==> src/rtl/fp_pkg.sv <==
// +------------------------------------------------------------------+
// | fp_pkg : shared binary32 field widths, constants and enums       |
// | Rev 1.0 : initial release                                        |
// +------------------------------------------------------------------+
`default_nettype none

package fp_pkg;

    localparam int EXP_W = 8;
    localparam int MAN_W = 23;
    localparam int BIAS  = 127;

    localparam logic [31:0] QNAN    = 32'h7FC0_0000;
    localparam logic [31:0] POS_INF = 32'h7F80_0000;

    typedef enum logic [1:0] {
        CLS_ZERO = 2'd0,
        CLS_NORM = 2'd1,
        CLS_INF  = 2'd2,
        CLS_NAN  = 2'd3
    } fp_class_t;

    typedef enum logic [2:0] {
        ST_IDLE      = 3'd0,
        ST_UNPACK    = 3'd1,
        ST_DIVIDE    = 3'd2,
        ST_NORMALIZE = 3'd3,
        ST_ROUND     = 3'd4,
        ST_DONE      = 3'd5
    } div_state_t;

    typedef struct packed {
        logic             sign;
        logic [EXP_W-1:0] exp;
        logic [MAN_W:0]   man;
        fp_class_t        cls;
    } fp_unpacked_t;

endpackage

`default_nettype wire

==> src/rtl/fp_classify.sv <==
// +------------------------------------------------------------------+
// | fp_classify : combinational binary32 unpack and classification   |
// | Rev 1.0 : initial release                                        |
// +------------------------------------------------------------------+
`default_nettype none

module fp_classify
    import fp_pkg::*;
(
    input  logic [31:0]  op,
    output fp_unpacked_t fields
);

    logic [EXP_W-1:0] w_exp;
    logic [MAN_W-1:0] w_frac;

    assign w_exp  = op[MAN_W +: EXP_W];
    assign w_frac = op[MAN_W-1:0];

    always_comb begin
        fields.sign = op[31];
        fields.exp  = w_exp;
        fields.man  = {1'b1, w_frac};
        fields.cls  = CLS_NORM;
        // Denormals are treated as zero, so exponent 0 alone decides the class.
        if (w_exp == '0) begin
            fields.cls = CLS_ZERO;
            fields.man = '0;
        end else if (w_exp == '1) begin
            fields.cls = (w_frac == '0) ? CLS_INF : CLS_NAN;
        end
    end

endmodule

`default_nettype wire

==> src/rtl/divider_fp.sv <==
// +------------------------------------------------------------------+
// | divider_fp : multi-cycle IEEE-754 binary32 divider, RNE rounding  |
// | Optional IEEE flags output enabled by macro DIVIDER_FP_FLAGS_EN   |
// | Rev 1.0 : initial release                                        |
// +------------------------------------------------------------------+
`default_nettype none

module divider_fp
    import fp_pkg::*;
(
    input  logic        clk,
    input  logic        rst,
    input  logic        start,
    input  logic [31:0] A,
    input  logic [31:0] B,
    output logic [31:0] Y,
    output logic        busy,
    output logic        ready
`ifdef DIVIDER_FP_FLAGS_EN
    ,
    output logic [3:0]  flags
`endif
);

    localparam logic [4:0] LAST_STEP = 5'd25;

    div_state_t         r_state;
    logic [31:0]        r_a;
    logic [31:0]        r_b;
    logic               r_hold;
    logic               r_sign;
    logic signed [9:0]  r_exp;
    logic [25:0]        r_rem;
    logic [23:0]        r_div;
    logic [25:0]        r_quo;
    logic [4:0]         r_cnt;
    logic [23:0]        r_mant;
    logic               r_guard;
    logic               r_sticky;

    fp_unpacked_t       w_ua;
    fp_unpacked_t       w_ub;

    fp_classify u_cls_a (.op(r_a), .fields(w_ua));
    fp_classify u_cls_b (.op(r_b), .fields(w_ub));

    logic        w_sign;
    logic        w_nan_res;
    logic        w_special;
    logic [31:0] w_special_y;

    assign w_sign    = w_ua.sign ^ w_ub.sign;
    assign w_special = (w_ua.cls != CLS_NORM) || (w_ub.cls != CLS_NORM);
    assign w_nan_res = (w_ua.cls == CLS_NAN) || (w_ub.cls == CLS_NAN)
                    || ((w_ua.cls == CLS_ZERO) && (w_ub.cls == CLS_ZERO))
                    || ((w_ua.cls == CLS_INF)  && (w_ub.cls == CLS_INF));

    always_comb begin
        w_special_y = {w_sign, 31'd0};
        if (w_nan_res) begin
            w_special_y = QNAN;
        end else if ((w_ub.cls == CLS_ZERO) || (w_ua.cls == CLS_INF)) begin
            w_special_y = {w_sign, POS_INF[30:0]};
        end
    end

    // Round-to-nearest-even on the normalized 24-bit mantissa.
    logic              w_inc;
    logic [24:0]       w_sum;
    logic signed [9:0] w_exp_rnd;
    logic [22:0]       w_frac_rnd;
    logic              w_ovf;
    logic              w_unf;
    logic [31:0]       w_round_y;

    assign w_inc      = r_guard & (r_sticky | r_mant[0]);
    assign w_sum      = {1'b0, r_mant} + {24'd0, w_inc};
    assign w_exp_rnd  = r_exp + $signed({9'd0, w_sum[24]});
    assign w_frac_rnd = w_sum[24] ? w_sum[23:1] : w_sum[22:0];
    assign w_ovf      = (w_exp_rnd >= 10'sd255);
    assign w_unf      = (w_exp_rnd <= 10'sd0);

    always_comb begin
        w_round_y = {r_sign, w_exp_rnd[7:0], w_frac_rnd};
        if (w_ovf) begin
            w_round_y = {r_sign, POS_INF[30:0]};
        end else if (w_unf) begin
            w_round_y = {r_sign, 31'd0};
        end
    end

    always_ff @(posedge clk) begin
        if (rst) begin
            r_state  <= ST_IDLE;
            r_a      <= '0;
            r_b      <= '0;
            r_hold   <= 1'b0;
            r_sign   <= 1'b0;
            r_exp    <= '0;
            r_rem    <= '0;
            r_div    <= '0;
            r_quo    <= '0;
            r_cnt    <= '0;
            r_mant   <= '0;
            r_guard  <= 1'b0;
            r_sticky <= 1'b0;
            Y        <= '0;
            busy     <= 1'b0;
            ready    <= 1'b0;
        end else begin
            ready <= 1'b0;
            case (r_state)
                ST_IDLE, ST_DONE: begin
                    if (start) begin
                        r_a     <= A;
                        r_b     <= B;
                        r_hold  <= 1'b0;
                        busy    <= 1'b1;
                        r_state <= ST_UNPACK;
                    end else begin
                        busy    <= 1'b0;
                        r_state <= ST_IDLE;
                    end
                end
                ST_UNPACK: begin
                    // Special results take a second UNPACK cycle, fixing their latency at 3.
                    if (w_special) begin
                        r_hold <= 1'b1;
                        if (r_hold) begin
                            Y       <= w_special_y;
                            ready   <= 1'b1;
                            busy    <= 1'b0;
                            r_state <= ST_DONE;
                        end
                    end else begin
                        r_sign  <= w_sign;
                        r_exp   <= $signed({2'b00, w_ua.exp}) - $signed({2'b00, w_ub.exp})
                                 + $signed(10'(BIAS));
                        r_rem   <= {2'b00, w_ua.man};
                        r_div   <= w_ub.man;
                        r_quo   <= '0;
                        r_cnt   <= '0;
                        r_state <= ST_DIVIDE;
                    end
                end
                ST_DIVIDE: begin
                    if (r_rem >= {2'b00, r_div}) begin
                        r_rem <= (r_rem - {2'b00, r_div}) << 1;
                        r_quo <= {r_quo[24:0], 1'b1};
                    end else begin
                        r_rem <= r_rem << 1;
                        r_quo <= {r_quo[24:0], 1'b0};
                    end
                    r_cnt <= r_cnt + 5'd1;
                    if (r_cnt == LAST_STEP) begin
                        r_state <= ST_NORMALIZE;
                    end
                end
                ST_NORMALIZE: begin
                    // Quotient bit 25 is the integer bit; a zero there means ratio < 1.
                    if (r_quo[25]) begin
                        r_mant   <= r_quo[25:2];
                        r_guard  <= r_quo[1];
                        r_sticky <= r_quo[0] | (|r_rem);
                    end else begin
                        r_mant   <= r_quo[24:1];
                        r_guard  <= r_quo[0];
                        r_sticky <= |r_rem;
                        r_exp    <= r_exp - 10'sd1;
                    end
                    r_state <= ST_ROUND;
                end
                ST_ROUND: begin
                    Y       <= w_round_y;
                    ready   <= 1'b1;
                    busy    <= 1'b0;
                    r_state <= ST_DONE;
                end
                default: begin
                    busy    <= 1'b0;
                    r_state <= ST_IDLE;
                end
            endcase
        end
    end

`ifdef DIVIDER_FP_FLAGS_EN
    logic       w_fin_special;
    logic       w_fin_round;
    logic [3:0] w_special_flags;

    assign w_fin_special   = (r_state == ST_UNPACK) && w_special && r_hold;
    assign w_fin_round     = (r_state == ST_ROUND);
    assign w_special_flags = {w_nan_res,
                              !w_nan_res && (w_ub.cls == CLS_ZERO) && (w_ua.cls == CLS_NORM),
                              2'b00};

    always_ff @(posedge clk) begin
        if (rst) begin
            flags <= 4'd0;
        end else if (w_fin_special) begin
            flags <= w_special_flags;
        end else if (w_fin_round) begin
            flags <= {2'b00, w_ovf, w_unf};
        end
    end
`endif

endmodule

`default_nettype wire
==> config.mk <==
export PLATFORM = sky130hd
export DESIGN_NAME = divider_fp
export DESIGN_NICKNAME = d
export VERILOG_FILES = /design/src/rtl/fp_pkg.sv /design/src/rtl/fp_classify.sv /design/src/rtl/divider_fp.sv
export SDC_FILE = /design/constraint.sdc
export NUM_CORES = 1
export LEC_CHECK = 0
export ABC_AREA = 1
export CAP_MARGIN = 15
export CORE_ASPECT_RATIO = 0.5
export CORE_MARGIN = 5
export CORE_UTILIZATION = 35
export CTS_BUF_LIST = sky130_fd_sc_hd__clkbuf_8
export CTS_CLUSTER_DIAMETER = 100
export DETAILED_ROUTE_END_ITERATION = 12
export DONT_BUFFER_PORTS = 1
export HOLD_SLACK_MARGIN = 0.05
export PLACE_DENSITY = 0.51
export SLEW_MARGIN = 0
export SYNTH_ARGS = -nofsm -noshare
export SYNTH_HDL_FRONTEND = slang
export SYNTH_SLANG_ARGS = --single-unit
==> constraint.sdc <==
create_clock -name clk -period 4.2 [get_ports clk]
set_clock_uncertainty 0.2 [all_clocks]
set_input_delay 0.84 -clock clk [delete_from_list [all_inputs] [get_ports clk]]
set_output_delay 0.84 -clock clk [all_outputs]
set_load 0.01 [all_outputs]
---- Word-level counts from Yosys, hierarchy flattened ----
Cells that the tools add are included.
operators by class
  mux-type cells .......................... 45
  reduce and logical (&&, ||, !) cells .... 29
  order comparisons ....................... 3
  bitwise gates (word level) .............. 6
  add/sub/neg operators ................... 7
  equality and inequality tests ........... 21
operator list
  kind                    count
  $pmux W26 S2            2
  $mux W32                3
  $mux W31                3
  $mux W26                3
  $mux W24                3
  $pmux W32 S2            1
  $logic_not A23 Y1       2
  $ge A26 B24 Y1          1
  $reduce_or A26 Y1       1
  $add A24 B1 Y25         1
  $sub A25 B24 Y25        1
  $mux W23                1
  $mux W10                2
  $pmux W10 S2            1
  $eq A8 B8 Y1 const B    2
  $logic_not A8 Y1        2
  $pmux W3 S5             1
  $mux W1                 13
  $ne A2 B2 Y1 const B    6
  $reduce_and A3 Y1       4
  $add A10 B2 Y10         1
  $add A9 B8 Y10 const B  1
  $ge A10 B9 Y1 const B   1
  $le A10 B1 Y1 const B   1
  27 further kinds        54
word-level totals
  bits in registers ....................... 220
  output and inout bits ................... 34
  bits of input ports ..................... 67
  word-level logic and storage cells ...... 127

---- Longest topological paths before layout ----
Gate-level depths: netlist of the first run.
  depth in word-level cells ............... 12
  mapped depth ............................ 25
  depth with buffers taken out ............ 24

---- By module ----
Synthesis of the first run repeated with hierarchy kept, for this count alone.
unflattened totals
  cell total of the unflattened synthesis .. 2133
  area, all modules ....................... 13454.2 sq um
by module, submodules not included
  module       instances  cells each  area an instance (sq um)  seq. area each (sq um)
  divider_fp   1          1935        12563.3                   4404.2
  fp_classify  2          99          445.4                     0.0

---- Worst setup path after synthesis of the first run ----
OpenSTA, ideal clock, no wires.
  kind .................................... register to register
  start ................................... reg r_mant[0]
  end ..................................... reg Y[18]
  cell stages (with the launch flop) ...... 23
  library setup time ...................... 0.132 ns
  clock period less this slack ............ 3.709 ns
  required time ........................... 3.868 ns
  arrival time ............................ 3.377 ns
  path buffers ............................ 0
  setup slack ............................. 0.491 ns
  cell sequence ........................... dfxtp_1 > o21a_1 > ha_1 > ha_1 > inv_1 > nor2_1 > nand2_1 > inv_1 > nand2_1 > nor3b_1 > nand4_1 > nor4_1 > ha_1 > ha_1 > or2_2 > a21oi_1 > nand3_1 > nor2_1 > nand3_2 > nand4_1 > inv_2 > nand2_1 > a21oi_1
on the way
  word-level cells in the longest chain between the ends .. 8
  elaborated cells between the ends (all ways) .. 10
  classes of those cells .................. 2 x add/sub; 2 x order compare; 4 x mux; 2 x bitwise
ends and longest elaborated chain
  element                 line               RTL
  start, declared         divider_fp.sv:37   logic [23:0] r_mant;
  start signal, assigned  divider_fp.sv:162  r_mant <= r_quo[25:2];
  start signal, assigned  divider_fp.sv:166  r_mant <= r_quo[24:1];
  $or A1 B1 Y1            divider_fp.sv:76   assign w_inc = r_guard & (r_sticky | r_mant[0]);
  $and A1 B1 Y1           divider_fp.sv:76
  $add A24 B1 Y25 (*)     divider_fp.sv:77   assign w_sum = {1'b0, r_mant} + {24'd0, w_inc};
  $add A10 B2 Y10         divider_fp.sv:78   assign w_exp_rnd = r_exp + $signed({9'd0, w_sum[24]});
  $le A10 B1 Y1           divider_fp.sv:81   assign w_unf = (w_exp_rnd <= 10'sd0);
  $mux W31                divider_fp.sv:87   end else if (w_unf) begin
  $mux W31 (*)            divider_fp.sv:85   if (w_ovf) begin
  $pmux W32 S2 (*)        divider_fp.sv:112  case (r_state)
  end signal, assigned    divider_fp.sv:130  Y <= w_special_y;
  end signal, assigned    divider_fp.sv:174  Y <= w_round_y;
  end, declared           divider_fp.sv:16   output logic [31:0] Y,
Every way passes the cells marked *; elsewhere a longest branch is shown, timed or not.
A chain may end at the register's enable or synchronous reset.

---- Final worst setup path of the first run ----
  start ................................... reg r_mant[0]
  end ..................................... reg Y[28]
on the way
  word-level cells in the longest chain between the ends .. 8
  elaborated cells between the ends (all ways) .. 9
  classes of those cells .................. 2 x add/sub; 2 x order compare; 3 x mux; 2 x bitwise
ends and longest elaborated chain
  element              line
  $or A1 B1 Y1         divider_fp.sv:76
  $and A1 B1 Y1        divider_fp.sv:76
  $add A24 B1 Y25 (*)  divider_fp.sv:77
  $add A10 B2 Y10 (*)  divider_fp.sv:78
  $le A10 B1 Y1        divider_fp.sv:81
  $mux W31             divider_fp.sv:87
  $mux W31 (*)         divider_fp.sv:85
  $pmux W32 S2 (*)     divider_fp.sv:112
Marks and branches as above.

==> impl_results.md, run 1 <==
* Status: completed
* Most common cell after layout, fill and taps aside: nand2_1
* Leakage power at 5.88 nW
* WL final at between 30000 and 40000 um
* Maxcap violations at 0
* Pin count of the biggest net entering global routing at between 80 and 90
* Final net count at 2086
* DR pass1 iterations at 5
* Drt initial violations at between 900 and 1000
* Tot GR Track Use at a little under a fifth
* Post-Syn Instances at 2009
* Sequential area share after synthesis at 34.4%
* Fillers at 3919
* Critical path endpoint category: flip-flop
* Most frequent cells in the layout: nand2_1, nor2_1, inv_1
* CP required at 4440 ps
* Post-Syn Area at between 10000 and 15000 sq um
* Antenna Nets Post-Route at 0
* GPL Wtd Cong at approximately 0.94
* Total clock sinks at 220
* Detailed placement HPWL at approximately 28000 um
* Worst skew pair latency at around 550 ps
* Min Tclk post-route at roughly 3800 ps
* Syn Nets at approximately 2100
* Startpoint Class: flip-flop
* Root Driver: clkbuf_8
* RSZ-0062 raised after global routing: false
* TritonCTS clock tree: yes
* Final setup fails at 0
* Vias in the first global route at around 11000
* Power per Cell Area at around 940 nW/um^2
* Fin. max-slew vios at 0
* Multi-input gate area at around 7000 sq um
* DIE AREA at around 41000 sq um
* Routed len/inst at about 15 um
* Synthesized flop and latch total at 220
* IO Pins at roughly 100
* Layout cells sized above 1 at 5.79%
* CTS Buffer Depth at 3
* CP Data Arrival Time at 4060 ps
* Hold_buf cts at 0
* Sequential cell area at 4410 sq um
* First-pass GRT wire length at approximately 61000 um
* FMAX at roughly 260 MHz
* Hold WS at approximately 160 ps
* Row count at 49
* Setup WS pre-CTS at ~230 ps
* DRC at 0
* Setup CP Type: flip-flop to flip-flop
* Total power at around 13 mW
* Relative slew slack at roughly 41%
* Final setup margin at 372 ps
* Core ar. at between 30000 and 40000 sq um
* GRT Residual Overflow at 0
* Crit share post-route at about nine tenths
* Prevailing post-synth register cell: dfxtp_1
* Routed vias/inst at 4.97
* I/O Buffers at 0
* Synthesis-to-finish area growth at 9.35%
* Clock transition at the registers of the reported paths at ~60 ps
* Hold Fails Final Rpt at 0
* CP max FO at 6
* Synth warn at 0
* Die H at between 100 and 150 um
* Max VDD drop at 0.000412 V
* Initial antenna violation count at 1
* HP Class: input port to flip-flop
* Worst-Margin Slew at roughly 890 ps
* Post-synth EDFFs at 0
* Via count of the routed design at ~12000
* H-tree levels at 2
* Die W at roughly 280 um
* Total CTS buffers at 36
* Avg Inst Size Synth at ~6.4 sq um
* Inserted Diodes at 0
* Initial core utilization at between 30% and 40%
* TNS Setup at 0 ps
* Asr flop ratio synth at 0%
* Netlist cell types at 43
final timing paths:
check | from | end | slack [ps] | cells after the start
max reg2reg | r_mant[0]$_SDFFE_PP0P_ | Y[28]$_SDFFE_PP0P_ | 370 | 24
min reg2reg | r_sign$_SDFFE_PP0P_ | r_sign$_SDFFE_PP0P_ | 260 | 2
max | r_mant[0]$_SDFFE_PP0P_ | Y[28]$_SDFFE_PP0P_ | 370 | 24
min | rst | Y[31]$_SDFFE_PP0P_ | 160 | 1
worst max-delay path, cell delays in order, from the launching register on:
cell     delay [ps]
dfxtp_2         360
o21a_1          170
ha_4            170
ha_4            160
inv_1            50
nor2_2          120
nand2_1         110
inv_1           100
nand2_1          50
nor3b_1         190
nand4_1         140
nor4_2          170
buf_4           160
ha_1            160
ha_2            290
or2_2           270
a21oi_1         110
nand3_1          70
nor2_1          120
nand3_2         100
buf_4           170
nand3_1          60
a21oi_1          60
nor2_1           90
nor2_1           50
report_power, final:
part	switching, mW	total, mW	internal [mW]
Sequential	0.499	3.12	2.62
Combinational	5.39	7.96	2.57
Clock	0.904	2.05	1.14
cell families (layout without fill, tap and decap cells):
logic type | count (synthesis) | after routing | share of synthesized area [%]
buf+inv | 326 | 319 | 10.1
xor+xnor | 29 | 29 | 1.98
compound gates | 456 | 456 | 18.2
fa+ha+maj | 42 | 42 | 4.22
flops | 220 | 220 | 34.4
simple gates | 936 | 936 | 31.1
area by class of cell:
class | instances | share of cell area [%]
sequential | 220 | 31.5
clock inverter | 15 | 0.849
clock buffer | 48 | 4.72
inverter | 235 | 6.32
multi-input combinational | 1463 | 51.1
tap | 484 | 4.32
timing repair buffer | 21 | 1.22
Yosys cell counts, types with 5 or more instances:
master	instances	area share (%)
a21oi_1	235	9.2
buf_1	5	0.15
buf_2	13	0.51
buf_4	8	0.47
clkbuf_1	61	1.8
dfxtp_1	220	34
ha_1	40	3.9
inv_1	228	6.7
inv_2	5	0.15
nand2_1	453	13
nand2_2	8	0.39
nand3_1	110	4.3
nand3_2	5	0.39
nand3b_1	14	0.82
nand4_1	51	2.5
nor2_1	260	7.6
nor2_2	5	0.24
nor3_1	10	0.39
nor4_1	7	0.34
o21ai_0	204	8.0
o21bai_1	6	0.35
xnor2_1	17	1.2
xor2_1	12	0.82
per-stage QoR:
stage	std cells	cell area (sq um)	util [%]
after floorplan	2009	12800	-
after global routing	2486	14000	38.9
after CTS	2486	14000	38.8
after global placement	2423	13200	36.6
after detailed placement	2423	13200	36.6
final	2486	14000	38.9
flip-flops by register name, indices dropped and copies added (netlist names), 3 cells and up:
signal   cells
r_div       24
r_state      3
r_cnt        5
r_b         32
Y           32
r_a         32
r_rem       26
r_exp       10
r_quo       26
r_mant      24
what timing repair did:
| action | in CTS | in global routing |
|---|---|---|
| buffers inserted | 0 | 0 |
| resized for setup | 0 | 9 |
| endpoints found under the setup margin | 0 | 31 |
per-layer routing:
metal	vias up	GRT usage, %	wire length (um)
li1	6471	-	-
met1	5602	26.4	19200
met5	-	0	13
met4	2	3.52	552
met3	50	3.98	2280
met2	240	27.3	16300
Power figures use the tool's default switching activity.
==> run 2, diff against run 1 <==
--- a/config.mk
+++ b/config.mk
@@ -13,9 +13,8 @@
 export CTS_BUF_LIST = sky130_fd_sc_hd__clkbuf_8
 export CTS_CLUSTER_DIAMETER = 100
 export DETAILED_ROUTE_END_ITERATION = 12
-export DONT_BUFFER_PORTS = 1
-export HOLD_SLACK_MARGIN = 0.05
-export PLACE_DENSITY = 0.51
+export PLACE_DENSITY = 0.54
+export REMOVE_ABC_BUFFERS = 1
 export SLEW_MARGIN = 0
 export SYNTH_ARGS = -nofsm -noshare
 export SYNTH_HDL_FRONTEND = slang
==> run 2 against run 1 <==
Effect of this change: first-iteration DRC count decreased by 7.7%; design area up 6.5%; clock power is 17% lower; non-clock buffer count increased by 106; register-to-register slack got worse by 80 ps; global-route usage is 0.16 points lower; via count increased by 3.0%; critical path depth decreased by 2; fmax decreased by 2.0%; flip-flop and latch count is the same; largest power group unchanged.
==> impl_results.md, run 2 (synthesized netlist as in run 1, its figures left out) <==
* Die W at around 280 um
* Hold Fails Final Rpt at 0
* TNS Setup at 0 ps
* CP max FO at 8
* Post-layout util at ~41%
* Initial core utilization at a little over a third
* Critical Path Source: r_mant[0]$_SDFFE_PP0P_
* HP Class: flip-flop to flip-flop
* Layout cells sized above 1 at 5.86%
* Leakage power at 6.20 nW
* Final cell count without fillers at between 2000 and 3000
* Root Driver: clkbuf_8
* Initial antenna violation count at 1
* Critical path endpoint category: flip-flop
* Relative slew slack at a little over two fifths
* Min Tclk post-route at 3900 ps
* CTS Buffer Depth at 3
* Synthesis-to-finish area growth at 16.4%
* Total power at 12.9 mW
* Power per Cell Area at about 870 nW/um^2
* Routed len/inst at between 10 and 15 um
* Max VDD drop at approximately 0.00048 V
* Pin count of the biggest net entering global routing at 85
* Placed insts at around 2500
* CP Data Arrival Time at 4090 ps
* Worst R2R Setup Slack at approximately 300 ps
* Vias in the first global route at 11800
* Die H at 145 um
* H-tree levels at 2
* Final setup fails at 0
* Total CTS buffers at 36
* IO Pins at between 100 and 150
* Inserted Diodes at 0
* Startpoint Class: flip-flop
* Setup CP Type: flip-flop to flip-flop
* First-pass GRT wire length at between 60000 and 70000 um
* FMAX at between 200 and 300 MHz
* Drt initial violations at about 870
* Crit share post-route at roughly 93%
* I/O Buffers at 100
* TritonCTS clock tree: yes
* Hold WS at 257 ps
* Crit Reg-Reg Startpoint: r_mant[0]$_SDFFE_PP0P_
* DR pass1 iterations at 7
* GRT Residual Overflow at 0
* DRC at 0
* Core ar. at about 36000 sq um
* DIE AREA at between 40000 and 50000 sq um
* WHS Endpoint: r_div[3]$_SDFFE_PP0P_
* Clock transition at the registers of the reported paths at 60 ps
* Row count at between 40 and 50
* Reg2Reg Depth at 22
* Worst r2r dst: Y[18]$_SDFFE_PP0P_
* Most common cell after layout, fill and taps aside: nand2_1
* Worst skew pair latency at 560 ps
* Hold path depth at 2
* Worst-Margin Slew at between 800 and 900 ps
* Total clock sinks at 220
* Via count of the routed design at ~13000
* GPL Wtd Cong at 0.933
* Fillers at 3913
* Biggest regs: Y: 32 flops, r_a: 32 flops, r_b: 32 flops
* Antenna Nets Post-Route at 0
* CP required at ~4400 ps
* Most frequent cells in the layout: nand2_1, nor2_1, inv_1
* Tot GR Track Use at between 10% and 20%
* Fin. max-slew vios at 0
* Hold path startpoint: r_div[3]$_SDFFE_PP0P_
* Status: completed
* WL final at between 30000 and 40000 um
* Routed vias/inst at slightly below 5
* Maxcap violations at 0
* Detailed placement HPWL at 27200 um
* Final net count at 2192
==> run 2: changes by cell type in the layout (fill, tap and decap cells not counted), moves of 3 or more <==
| cell | previous run | this run |
|---|---|---|
| clkbuf_8 | 48 | 39 |
| nand2_1 | 451 | 446 |
| buf_4 | 20 | 26 |
| nand2_2 | 10 | 13 |
| clkdlybuf4s50_1 | 0 | 99 |
==> run 2: layout make-up <==
class                           count  area, sq um  share of cell area [%]
Clock buffer                       39          537                    3.60
Multi-Input combinational cell   1463         7200                    48.3
Timing Repair Buffer              127         1210                    8.13
Clock inverter                     14         58.8                   0.395
Tap cell                          484          606                    4.06
Sequential cell                   220         4410                    29.6
Inverter                          235          886                    5.94
==> run 2: routing by layer <==
layer | GRT usage, % | vias up | routed length [um]
met4 | 3.94 | 2 | 629
met2 | 27.5 | 212 | 16000
li1 | - | 6683 | -
met1 | 25.8 | 5774 | 18800
met5 | 0 | - | 8
met3 | 3.60 | 59 | 1890
==> run 2: what timing repair did <==
action                                  CTS  global route
endpoints found under the hold margin     0             0
hold buffers                              0             0
pin swaps                                 0             9
endpoints found under the setup margin    5            30
gates resized for setup                   1            20
setup buffers                             0             7
==> run 2: stage by stage <==
| step | setup WS, ps | area (sq um) |
|---|---|---|
| 6_report | 295 | 14900 |
| 5_1_grt | -10.5 | 14900 |
| 4_1_cts | 96.3 | 14800 |
| 3_5_place_dp | -28.9 | 14200 |
| 3_3_place_gp | 64.7 | 14200 |
| 2_1_floorplan | -117 | 12400 |
==> run 2: critical path, stage by stage, from the launching register on <==
cell and delay (ps):
dfxtp_2 360, o21a_1 170, ha_4 180, ha_4 130, inv_1 40, nor2_2 110
nand2_2 90, inv_2 60, nand2_1 60, nor3b_2 170, nand4_1 110, nor4_2 340
ha_2 270, ha_4 210, or2_2 280, a21oi_2 100, nand3_1 70, nor2_1 130
nand3_2 170, nand4_1 230, inv_2 120, nand2_1 90, a21oi_1 60
==> run 2: worst max path at each step <==
stage	endpoint	slack [ps]	cells after the start
2_1_floorplan	r_quo[25]$_SDFFE_PP0P_	-120	9
3_3_place_gp	Y[9]$_SDFFE_PP0P_	60	24
3_5_place_dp	Y[9]$_SDFFE_PP0P_	-30	24
4_1_cts	Y[9]$_SDFFE_PP0P_	100	24
5_1_grt	Y[10]$_SDFFE_PP0P_	-10	22
6_report	Y[18]$_SDFFE_PP0P_	300	22
==> run 2: power by group <==
group          internal [mW]  switching (mW)
Clock                  0.840           0.870
Combinational           2.75            5.41
Sequential              2.62           0.441
